**src/rtl/uart_rx_fifo.sv**
```systemverilog
// Receive buffer between the serial receiver and the Apple-1 UART registers.
// Stores 7-bit ASCII (optionally uppercased) and drives CTS with hysteresis.
module uart_rx_fifo #(
    parameter int Depth      = 16,
    parameter int AddrW      = 4,
    parameter int HighWater  = 12,
    parameter int LowWater   = 4,
    parameter int ForceUpper = 1
) (
    input  logic             clk,
    input  logic             reset,
    input  logic             rx_stb,
    input  logic [7:0]       rx_data,
    input  logic             pop,
    output logic [7:0]       dout,
    output logic             valid,
    output logic [AddrW:0]   count,
    output logic             overflow,
    input  logic             overflow_clr,
    output logic             uart_cts
);

    localparam logic [AddrW:0] DEPTH_C = (AddrW+1)'(Depth);
    localparam logic [AddrW:0] HIGH_C  = (AddrW+1)'(HighWater);
    localparam logic [AddrW:0] LOW_C   = (AddrW+1)'(LowWater);

    logic [6:0]       r_mem [Depth];
    logic [AddrW-1:0] r_wptr;
    logic [AddrW-1:0] r_rptr;
    logic [AddrW:0]   r_count;
    logic             r_overflow;
    logic             r_cts;

    logic             w_empty;
    logic             w_full;
    logic             w_do_pop;
    logic             w_do_push;
    logic             w_drop;
    logic [6:0]       w_wdata;
    logic [AddrW:0]   w_count_nxt;
    logic             w_cts_nxt;

    // Handshake: valid=1 means dout holds the head byte; a pop while valid=1
    // consumes it on that edge, a pop while valid=0 is ignored. rx_stb is
    // accepted unless the FIFO is full and no pop frees a slot that cycle.
    assign w_empty   = (r_count == '0);
    assign w_full    = (r_count == DEPTH_C);
    assign w_do_pop  = pop && !w_empty;
    assign w_do_push = rx_stb && (!w_full || w_do_pop);
    assign w_drop    = rx_stb && !w_do_push;

    always_comb begin
        w_wdata = rx_data[6:0];
        if ((ForceUpper != 0) && (rx_data[6:0] >= 7'h61) && (rx_data[6:0] <= 7'h7A)) begin
            w_wdata = rx_data[6:0] - 7'h20;
        end
    end

    always_comb begin
        w_count_nxt = r_count;
        if (w_do_push && !w_do_pop) begin
            w_count_nxt = r_count + (AddrW+1)'(1);
        end else if (w_do_pop && !w_do_push) begin
            w_count_nxt = r_count - (AddrW+1)'(1);
        end
    end

    // CTS only changes when the new occupancy crosses the opposite threshold.
    always_comb begin
        w_cts_nxt = r_cts;
        if (!r_cts && (w_count_nxt >= HIGH_C)) begin
            w_cts_nxt = 1'b1;
        end else if (r_cts && (w_count_nxt <= LOW_C)) begin
            w_cts_nxt = 1'b0;
        end
    end

    always_ff @(posedge clk) begin
        if (reset) begin
            r_wptr     <= '0;
            r_rptr     <= '0;
            r_count    <= '0;
            r_overflow <= 1'b0;
            r_cts      <= 1'b0;
        end else begin
            if (w_do_push) begin
                r_wptr <= r_wptr + AddrW'(1);
            end
            if (w_do_pop) begin
                r_rptr <= r_rptr + AddrW'(1);
            end
            r_count <= w_count_nxt;
            if (w_drop) begin
                r_overflow <= 1'b1;
            end else if (overflow_clr) begin
                r_overflow <= 1'b0;
            end
            r_cts <= w_cts_nxt;
        end
    end

    // Storage content needs no reset: it is unreachable while count is zero.
    always_ff @(posedge clk) begin
        if (!reset && w_do_push) begin
            r_mem[r_wptr] <= w_wdata;
        end
    end

    assign valid    = !w_empty;
    assign dout     = w_empty ? 8'h00 : {1'b0, r_mem[r_rptr]};
    assign count    = r_count;
    assign overflow = r_overflow;
    assign uart_cts = r_cts;

endmodule

```
**config.mk**
```make
export PLATFORM = sky130hd
export DESIGN_NAME = uart_rx_fifo
export DESIGN_NICKNAME = d
export VERILOG_FILES = /design/src/rtl/uart_rx_fifo.sv
export SDC_FILE = /design/constraint.sdc
export NUM_CORES = 1
export LEC_CHECK = 0
export BUFFER_PORTS_ARGS = -buffer_cell sky130_fd_sc_hd__buf_2
export CAP_MARGIN = 10
export CORE_ASPECT_RATIO = 1.4
export CORE_MARGIN = 2
export CORE_UTILIZATION = 55
export CTS_CLUSTER_DIAMETER = 200
export DETAILED_ROUTE_END_ITERATION = 10
export PLACE_DENSITY = 0.74
export SLEW_MARGIN = 20
export SYNTH_ARGS = -nofsm -noshare
export SYNTH_HDL_FRONTEND = slang
export SYNTH_SLANG_ARGS = --single-unit
export TNS_END_PERCENT = 50
```
**constraint.sdc**
```tcl
create_clock -name clk -period 8.05 [get_ports clk]
set_input_delay 2.415 -clock clk [delete_from_list [all_inputs] [get_ports clk]]
set_output_delay 2.415 -clock clk [all_outputs]
set_load 0.01 [all_outputs]
```
==> results of run 1 <==
==> cells by family (layout without fill, tap and decap cells) <==
kind of cell / Yosys count / after routing / synth area share, %
flip-flops: 131 / 131 / 69.9
AND/OR/NAND/NOR: 73 / 73 / 6.73
multiplexers: 39 / 39 / 15.9
buffers and inverters: 20 / 68 / 1.92
AO/OA/AOI/OAI: 15 / 15 / 1.99
XOR/XNOR: 10 / 10 / 1.64
adder cells (fa/ha/maj): 8 / 8 / 1.87
other: 1 / 1 / 0.0700
==> final cells by class <==
type | instances | area, sq um
Clock inverter | 7 | 41.3
Clock buffer | 25 | 549
Fill cell | 625 | 3290
Multi-Input combinational cell | 146 | 1520
Inverter | 9 | 33.8
Timing Repair Buffer | 27 | 138
Sequential cell | 131 | 3740
Tap cell | 110 | 138
==> worst min-delay path by stage <==
stage                                      start               endpoint  slack, ns  cells after the start
after floorplan           r_rptr[3]$_SDFFE_PP0N_              flip-flop       0.48                      2
after global placement     overflow$_SDFFE_PP0P_  overflow$_SDFFE_PP0P_       0.47                      2
after detailed placement   overflow$_SDFFE_PP0P_  overflow$_SDFFE_PP0P_       0.47                      2
after CTS                  overflow$_SDFFE_PP0P_  overflow$_SDFFE_PP0P_       0.49                      2
after global routing       overflow$_SDFFE_PP0P_  overflow$_SDFFE_PP0P_       0.53                      2
final                      overflow$_SDFFE_PP0P_  overflow$_SDFFE_PP0P_       0.48                      2
==> tightest hold or removal path: cells and delay by family, from the launching register on <==
kind            cells  cell delay (ns)
compound gates      1             0.06
flops               1             0.32
simple gates        1             0.07
==> metal layers <==
layer | up-vias | wire (um) | part of all wire (%) | GRT usage [%]
li1 | 1235 | - | - | -
met5 | - | 0 | 0 | 0
met1 | 1360 | 3830 | 39 | 25.8
met3 | 17 | 554 | 5.7 | 6.35
met2 | 92 | 5220 | 53 | 35.1
met4 | 0 | 164 | 1.7 | 7.50
==> flip-flops by register name, summed over array words and instances, names as in the netlist, named ones only <==
signal,cells
count,5
overflow,1
r_mem,112
r_rptr,4
r_wptr,4
uart_cts,1
==> cell usage in the layout, fill, tap and decap left out, types with 2 or more instances in the layout <==
master and instances:
clkbuf_16 20, nand3_1 2, clkbuf_8 3, xor2_1 5
clkbuf_1 2, and2_1 7, buf_2 26, dfxtp_1 18
mux2i_1 3, mux4_2 29, o21ai_0 2, nand2_1 8
clkinv_2 3, inv_1 9, edfxtp_1 112, nor2b_1 2
xnor2_1 4, nor3_1 2, a21oi_1 4, nand4_1 2
or3_1 2, nor2_1 39, clkinvlp_4 3, a21boi_1 2
mux4_1 6, ha_1 8
==> power breakdown <==
| part | switching, W | internal [W] | total, W |
|---|---|---|---|
| sequential | 0.0000573 | 0.000761 | 0.000818 |
| combinational | 0.000158 | 0.000188 | 0.000346 |
| clock | 0.000263 | 0.000471 | 0.000733 |
==> stage by stage <==
stage	utilization, %	hold WS [ns]	instances	setup WS [ns]
2_1_floorplan	-	0.485	297	3.80
3_3_place_gp	58.8	0.474	423	3.10
3_5_place_dp	58.8	0.474	423	2.98
4_1_cts	65.1	0.489	455	2.66
5_1_grt	65.2	0.528	455	2.56
6_report	65.2	0.482	455	2.76
==> qor.txt, run 1 <==
Area grow syn2layout: 15.1%
Worst min-delay path class: reg -> reg
Async set or reset register ratio after synthesis: 0%
Worst path required time: 5.64 ns
Hpwl dp: 6.35 mm
Post_cts resized: 0
Post-synth top cells: edfxtp_1, nor2_1, mux4_2, dfxtp_1, inv_1
EDFF count, synth: 112
Top Family by Delay on Critical Path: multiplexers
Setup Viol. Count Final: 0
Final Power: 0.00190 W
GRT overflow: 0
Slew Viols, Final: 0
Worst setup path end: dout[5]
Final ANT Viol Nets: 0
Setup repair after global routing missed its margin: false
Synth Warn #: 0
Crit path depth: 4
Drt first-iter violations: 197
Gpl congestion: 0.717
Sink Count: 131
Layout cell share with drive strength beyond 1: 27.0%
First-pass GRT wire length: 15.6 mm
Dpl cell area: 5560 sq um
Outcome: complete, no violations
Minimum clock period: 5.29 ns
Top post-synthesis cells by area: edfxtp_1, mux4_2, dfxtp_1
Syn Area/Cell: 18.0 sq um
Pre-antenna DRT Iters: 4
Pleak: 2.06 nW
Rows: 42
Starting Density: 56.6%
Chip Height: 121 um
Final hold vios: 0
H-tree lvl count: 4
Syn Nets: 318
Core area: 9460 sq um
Post-layout net count: 353
Biggest cell delay along the critical path: 0.95 ns
Antenna violations before repair: 0
Clk_skew: 0.00712 ns
Synth Cell Area: 5360 sq um
CP bufs+invs: 1
Worst R2R Start: count[0]$_SDFF_PP0_
Die width: 87.4 um
Main synth FF type: edfxtp_1
Slew @ Worst Pin: 0.951 ns
Critical path arrival: 2.87 ns
Residual DRC: 0
Die ar.: 10600 sq um
Peak supply drop: 243 uV
Clock-pin slew on the worst setup and hold paths: 0.05 ns
Max Buffers Root-to-Sink: 2
WL final: 9.77 mm
CP Launch Type: flip-flop
Share of the synthesized area in the top cell type: 62.8%
Sequential area share after synthesis: 69.9%
Design area: 6170 sq um
Slew headroom: 36.6%
Clock Latency Late Sink: 0.41 ns
Routed vias/inst: 5.94
Largest area contributor in the netlist: edfxtp_1
Fmax: 189 MHz
Worst reg2reg path endpoint: r_mem[0][0]$_DFFE_PP_
CTS buffer count: 17
CP Class: reg -> out
Hold-fix buffers, CTS: 0
Vias: 2704
Pwr Density: 308 nW/um^2
Number of diodes: 0
Worst-path maximum fanout: 28
Number of global-route vias before repair: 2805
Max capacitance violation total: 0
CP max-delay cell: dfxtp_2
Count leader, synth: edfxtp_1
Mapped Cells: 297
Top Ports: 29
Pin count of the biggest net entering global routing: 29
Post-synth cell types: 42
R2r worst-path depth: 6
TritonCTS clock tree: built
Post-CTS setup buffer count: 0
Setup tns final: 0 ns
Root buf cell: clkbuf_16
GRT Overall Usage: 21.0%
Critical-path cell list: mux4_1 > mux4_2 > and2_1 > buf_2
Port Buffer Count: 26
Wire per inst: 21.5 um
Register bit total from synthesis: 131
Worst setup EP type: primary output
Fin crit share: 65.7%
Reg2Reg Setup Slack: 5.21 ns
(Power assumes the default switching activity.)
==> inputs of run 2 (changes only) <==
clock period = 5.4 ns   (was 8.05 ns; I/O delays follow)
==> qor.txt, run 2 (synthesis gave the netlist of run 1 again) <==
Outcome: complete, no violations (unchanged)
Worst-path maximum fanout: 15 (was 28)
CTS buffer count: 17 (unchanged)
Clock Latency Late Sink: 0.41 ns (about the same)
Clock power frac: 38.0% (was 38.6%)
Rows: 42 (unchanged)
Hold-fix buffers, CTS: 0 (unchanged)
Number of flip-flops in the largest register: 112 (unchanged)
Switching share of power: 25.4% (was 25.2%)
Die ar.: 10600 sq um (unchanged)
Vias: 2784 (was 2704)
TritonCTS clock tree: built (unchanged)
Residual DRC: 0 (unchanged)
Gpl congestion: 0.729 (was 0.717)
Die width: 87.4 um (unchanged)
Wire per inst: 22.4 um (was 21.5 um)
Setup Viol. Count Final: 0 (unchanged)
Pin count of the biggest net entering global routing: 29 (unchanged)
Met2 wire len: 5.32 mm (was 5.22 mm)
Post_cts resized: 0 (unchanged)
Minimum clock period: 4.51 ns
GRT Overall Usage: 21.7% (was 21.0%)
Layout cell share with drive strength beyond 1: 27.1% (was 27.0%)
Hpwl dp: 6.49 mm (was 6.35 mm)
Met3 WL post-DR: 562 um (was 554 um)
Core area: 9460 sq um (unchanged)
CP Class: reg -> out (unchanged)
Commonest non-fill, non-tap cell in the layout: edfxtp_1 (unchanged)
Sequential Power Share: 42.4% (was 43.1%)
Slew headroom: 39.1% (was 36.6%)
Clk_skew: 0.00784 ns (was 0.00712 ns)
Final ANT Viol Nets: 0 (unchanged)
Pre-antenna DRT Iters: 4 (unchanged)
Area grow syn2layout: 14.8% (was 15.1%)
Fin crit share: 83.5%
Worst setup EP type: primary output (unchanged)
Pwr Density: 458 nW/um^2 (was 308 nW/um^2)
Biggest register: r_mem (unchanged)
Sink Count: 131 (unchanged)
Chip Height: 121 um (unchanged)
Final hold vios: 0 (unchanged)
Routed vias/inst: 6.09 (was 5.94)
Commonest cells after routing, fill and taps aside: edfxtp_1, nor2_1, mux4_2 (unchanged)
Post-CTS setup buffer count: 0 (unchanged)
Final Power: 0.00282 W (was 0.00190 W)
Worst min-delay path class: reg -> reg (unchanged)
Fmax: 222 MHz
CP Launch Type: flip-flop (unchanged)
H-tree lvl count: 4 (unchanged)
Root buf cell: clkbuf_16 (unchanged)
Max capacitance violation total: 0 (unchanged)
WL final: 10.2 mm (was 9.77 mm)
Cell internal pwr: 0.00210 W (was 0.00142 W)
GRT overflow: 0 (unchanged)
Slew Viols, Final: 0 (unchanged)
First-pass GRT wire length: 15.8 mm (was 15.6 mm)
Antenna violations before repair: 0 (unchanged)
Port Buffer Count: 26 (unchanged)
Number of global-route vias before repair: 2850 (was 2805)
Setup repair after global routing missed its margin: false (unchanged)
Worst path required time: 3.78 ns (was 5.64 ns)
Top Ports: 29 (unchanged)
Slew @ Worst Pin: 0.910 ns (was 0.951 ns)
Max Buffers Root-to-Sink: 2 (unchanged)
Setup tns final: 0 ns (unchanged)
Post-layout net count: 355 (was 353)
Drt first-iter violations: 178 (was 197)
Psw: 0.000715 W (was 0.000477 W)
Pleak: 2.06 nW (about the same)
Clock-pin slew on the worst setup and hold paths: 0.05 ns (about the same)
Critical path arrival: 2.89 ns (was 2.87 ns)
Peak supply drop: 279 uV (was 243 uV)
Starting Density: 56.6% (unchanged)
Combinational share of power: 19.5% (was 18.2%)
Max layer used: met4 (unchanged)
Number of diodes: 0 (unchanged)
WL met1: 4.02 mm (was 3.83 mm)
-- run 2: changes by cell type in the layout (fill, tap and decap cells not counted) --
cell        change
a21oi_1         +1
a21oi_2         -1
buf_4           +2
bufinv_16       +2
clkbuf_16       -3
clkbuf_8        -2
clkinv_2        +4
clkinvlp_4      -1
-- run 2: layout make-up --
class | count | area, sq um
Clock inverter | 12 | 114
Multi-Input combinational cell | 146 | 1520
Timing Repair Buffer | 29 | 153
Fill cell | 648 | 3310
Tap cell | 110 | 138
Inverter | 9 | 33.8
Clock buffer | 20 | 447
Sequential cell | 131 | 3740
-- run 2: path summary, 6_finish.rpt --
| kind | slack [ns] | cells past startpoint | start | endpoint |
|---|---|---|---|---|
| setup / recovery | 0.89 | 5 | flip-flop | dout[5] |
| hold / removal | 0.50 | 2 | overflow$_SDFFE_PP0P_ | overflow$_SDFFE_PP0P_ |
| setup reg to reg | 2.54 | 6 | count[0]$_SDFF_PP0_ | r_mem[3][4]$_DFFE_PP_ |
| hold reg to reg | 0.50 | 2 | overflow$_SDFFE_PP0P_ | overflow$_SDFFE_PP0P_ |
-- run 2: stage by stage --
stage                     hold slack [ns]  worst slack [ns]  util, %  instance area [sq um]  instances
after detailed placement            0.493              1.26     59.0                   5580        425
after CTS                           0.507             0.811     64.9                   6140        457
after global placement              0.465              1.29     59.0                   5580        425
after global routing                0.543             0.746     65.0                   6150        457
after floorplan                     0.485              1.94        -                   5360        297
final                               0.503             0.891     65.0                   6150        457
-- run 2: layer usage --
| layer | vias up | global-route usage (%) |
|---|---|---|
| met1 | 1412 | 27.1 |
| met2 | 108 | 34.6 |
| met5 | - | 0 |
| met3 | 24 | 5.60 |
| met4 | 0 | 11.7 |
| li1 | 1240 | - |
-- run 2: worst max-delay path, stage by stage, from the launching register on --
cell	delay [ns]
dfxtp_2	0.65
buf_4	0.40
mux4_1	0.64
mux4_2	0.48
and2_1	0.16
buf_2	0.13
-- run 2: power groups by stage --
stage / registers (W) / clock network [W] / logic [W]
after floorplan: 0.00118 / 0 / 0.000439
after global placement: 0.00121 / 0 / 0.000542
final: 0.00119 / 0.00107 / 0.000550
after CTS: 0.00120 / 0.00108 / 0.000559
after global routing: 0.00120 / 0.00112 / 0.000595
after detailed placement: 0.00122 / 0 / 0.000556
==> inputs of run 3 (changes only) <==
CORE_UTILIZATION = 54   (was 55)
PLACE_DENSITY = 0.76   (was 0.74)
clock period = 3.9 ns   (was 5.4 ns; I/O delays follow)
==> qor.txt, run 3 (synthesis gave the netlist of run 1 again) <==
Top Family by Delay on Critical Path: multiplexers (unchanged)
Port Buffer Count: 26 (unchanged)
GRT Overall Usage: 21.0% (was 21.7%)
Worst path most repeated cell: mux4_2
Die ar.: 10700 sq um (was 10600 sq um)
Critical-path cell list: buf_12 > mux4_2 > mux4_2 > and2_1 > buf_2 (was buf_4 > mux4_1 > mux4_2 > and2_1 > buf_2)
Antenna violations before repair: 0 (unchanged)
Number of flip-flops in the largest register: 112 (unchanged)
Clk_skew: 0.00845 ns (was 0.00784 ns)
Critical path arrival: 2.58 ns (was 2.89 ns)
Root buf cell: clkbuf_16 (unchanged)
Drt first-iter violations: 296 (was 178)
Number of global-route vias before repair: 2773 (was 2850)
Minimum clock period: 3.75 ns
Max capacitance violation total: 0 (unchanged)
CP bufs+invs: 2 (unchanged)
Fmax: 266 MHz
CTS buffer count: 17 (unchanged)
Biggest cell delay along the critical path: 0.55 ns (was 0.65 ns)
Final Power: 0.00403 W (was 0.00282 W)
Slew @ Worst Pin: 1.10 ns (was 0.910 ns)
Setup Viol. Count Final: 0 (unchanged)
Post-CTS setup buffer count: 0 (unchanged)
Fin crit share: 96.2%
Peak supply drop: 459 uV (was 279 uV)
GRT overflow: 0 (unchanged)
Commonest cells after routing, fill and taps aside: edfxtp_1, nor2_1, mux4_2 (unchanged)
Hpwl dp: 6.72 mm (was 6.49 mm)
Worst path required time: 2.73 ns (was 3.78 ns)
Max Buffers Root-to-Sink: 2 (unchanged)
Pleak: 2.17 nW (was 2.06 nW)
Die width: 88.2 um (was 87.4 um)
H-tree lvl count: 4 (unchanged)
Slew Viols, Final: 0 (unchanged)
Pin count of the biggest net entering global routing: 29 (unchanged)
Number of diodes: 0 (unchanged)
Area grow syn2layout: 18.5% (was 14.8%)
CP Launch Type: flip-flop (unchanged)
Final ANT Viol Nets: 0 (unchanged)
Post-layout net count: 371 (was 355)
Wire per inst: 20.5 um (was 22.4 um)
Setup tns final: 0 ns (unchanged)
Sink Count: 131 (unchanged)
Chip Height: 122 um (was 121 um)
Worst setup margin: 0.146 ns (was 0.891 ns)
Starting Density: 54.7% (was 56.6%)
Setup repair after global routing missed its margin: false (unchanged)
Vias: 2852 (was 2784)
TritonCTS clock tree: built (unchanged)
Clock Latency Late Sink: 0.41 ns (about the same)
Dpl ws: 0.242 ns (was 1.26 ns)
Rows: 43 (was 42)
Hold-fix buffers, CTS: 0 (unchanged)
Routed vias/inst: 5.73 (was 6.09)
Outcome: complete, no violations (unchanged)
Pwr Density: 635 nW/um^2 (was 458 nW/um^2)
Worst-path maximum fanout: 19 (was 15)
Post_cts resized: 0 (unchanged)
Slew headroom: 26.3% (was 39.1%)
First-pass GRT wire length: 15.5 mm (was 15.8 mm)
Biggest register: r_mem (unchanged)
Clock-pin slew on the worst setup and hold paths: 0.05 ns (about the same)
Gpl congestion: 0.743 (was 0.729)
Top Ports: 29 (unchanged)
Core area: 9790 sq um (was 9460 sq um)
Commonest non-fill, non-tap cell in the layout: edfxtp_1 (unchanged)
Worst setup EP type: primary output (unchanged)
Final hold vios: 0 (unchanged)
Pre-antenna DRT Iters: 4 (unchanged)
Layout cell share with drive strength beyond 1: 29.5% (was 27.1%)
CP max-delay cell: dfxtp_2 (unchanged)
WL final: 10.2 mm (about the same)
Worst min-delay path class: reg -> reg (unchanged)
Residual DRC: 0 (unchanged)
CP Class: reg -> out (unchanged)
## run 3: cell type report
| cell class | count | area, sq um |
|---|---|---|
| sequential | 131 | 3740 |
| fill | 674 | 3450 |
| multi-input combinational | 146 | 1510 |
| clock buffer | 20 | 437 |
| timing repair buffer | 45 | 285 |
| tap | 135 | 169 |
| clock inverter | 12 | 163 |
| inverter | 9 | 33.8 |
## run 3: per-layer routing
layer,track usage (%),vias up,share of wire [%]
li1,-,1273,-
met4,10.0,0,2.8
met3,5.22,22,5.1
met2,34.8,100,52
met5,0,-,0
met1,25.8,1457,40
## run 3: stage by stage
stage          cells  hold WS, ns  instance area, sq um  util [%]
6_report         498        0.501                  6350      64.8
5_1_grt          498        0.569                  6350      64.8
4_1_cts          498        0.510                  6340      64.8
3_5_place_dp     466        0.493                  5740      58.7
3_3_place_gp     466        0.471                  5740      58.7
2_1_floorplan    297        0.485                  5360         -
## run 3: path summary, 6_finish.rpt
kind                    startpoint                endpoint  slack, ns  depth (start not counted)
max                      flip-flop                 dout[2]       0.15                          5
min          overflow$_SDFFE_PP0P_   overflow$_SDFFE_PP0P_       0.50                          2
max reg2reg    count[0]$_SDFF_PP0_  r_mem[11][1]$_DFFE_PP_       1.19                          6
min reg2reg  overflow$_SDFFE_PP0P_   overflow$_SDFFE_PP0P_       0.50                          2
## run 3: tightest hold or removal path: cells and delay by family (launching register included)
| family | cells | cell delay [ns] |
|---|---|---|
| AO/OA/AOI/OAI | 1 | 0.06 |
| flip-flops | 1 | 0.33 |
| AND/OR/NAND/NOR | 1 | 0.08 |
## run 3: power by group
part / switching, W / internal (W)
clock network: 0.000542 / 0.00106
logic: 0.000375 / 0.000413
registers: 0.0000686 / 0.00157
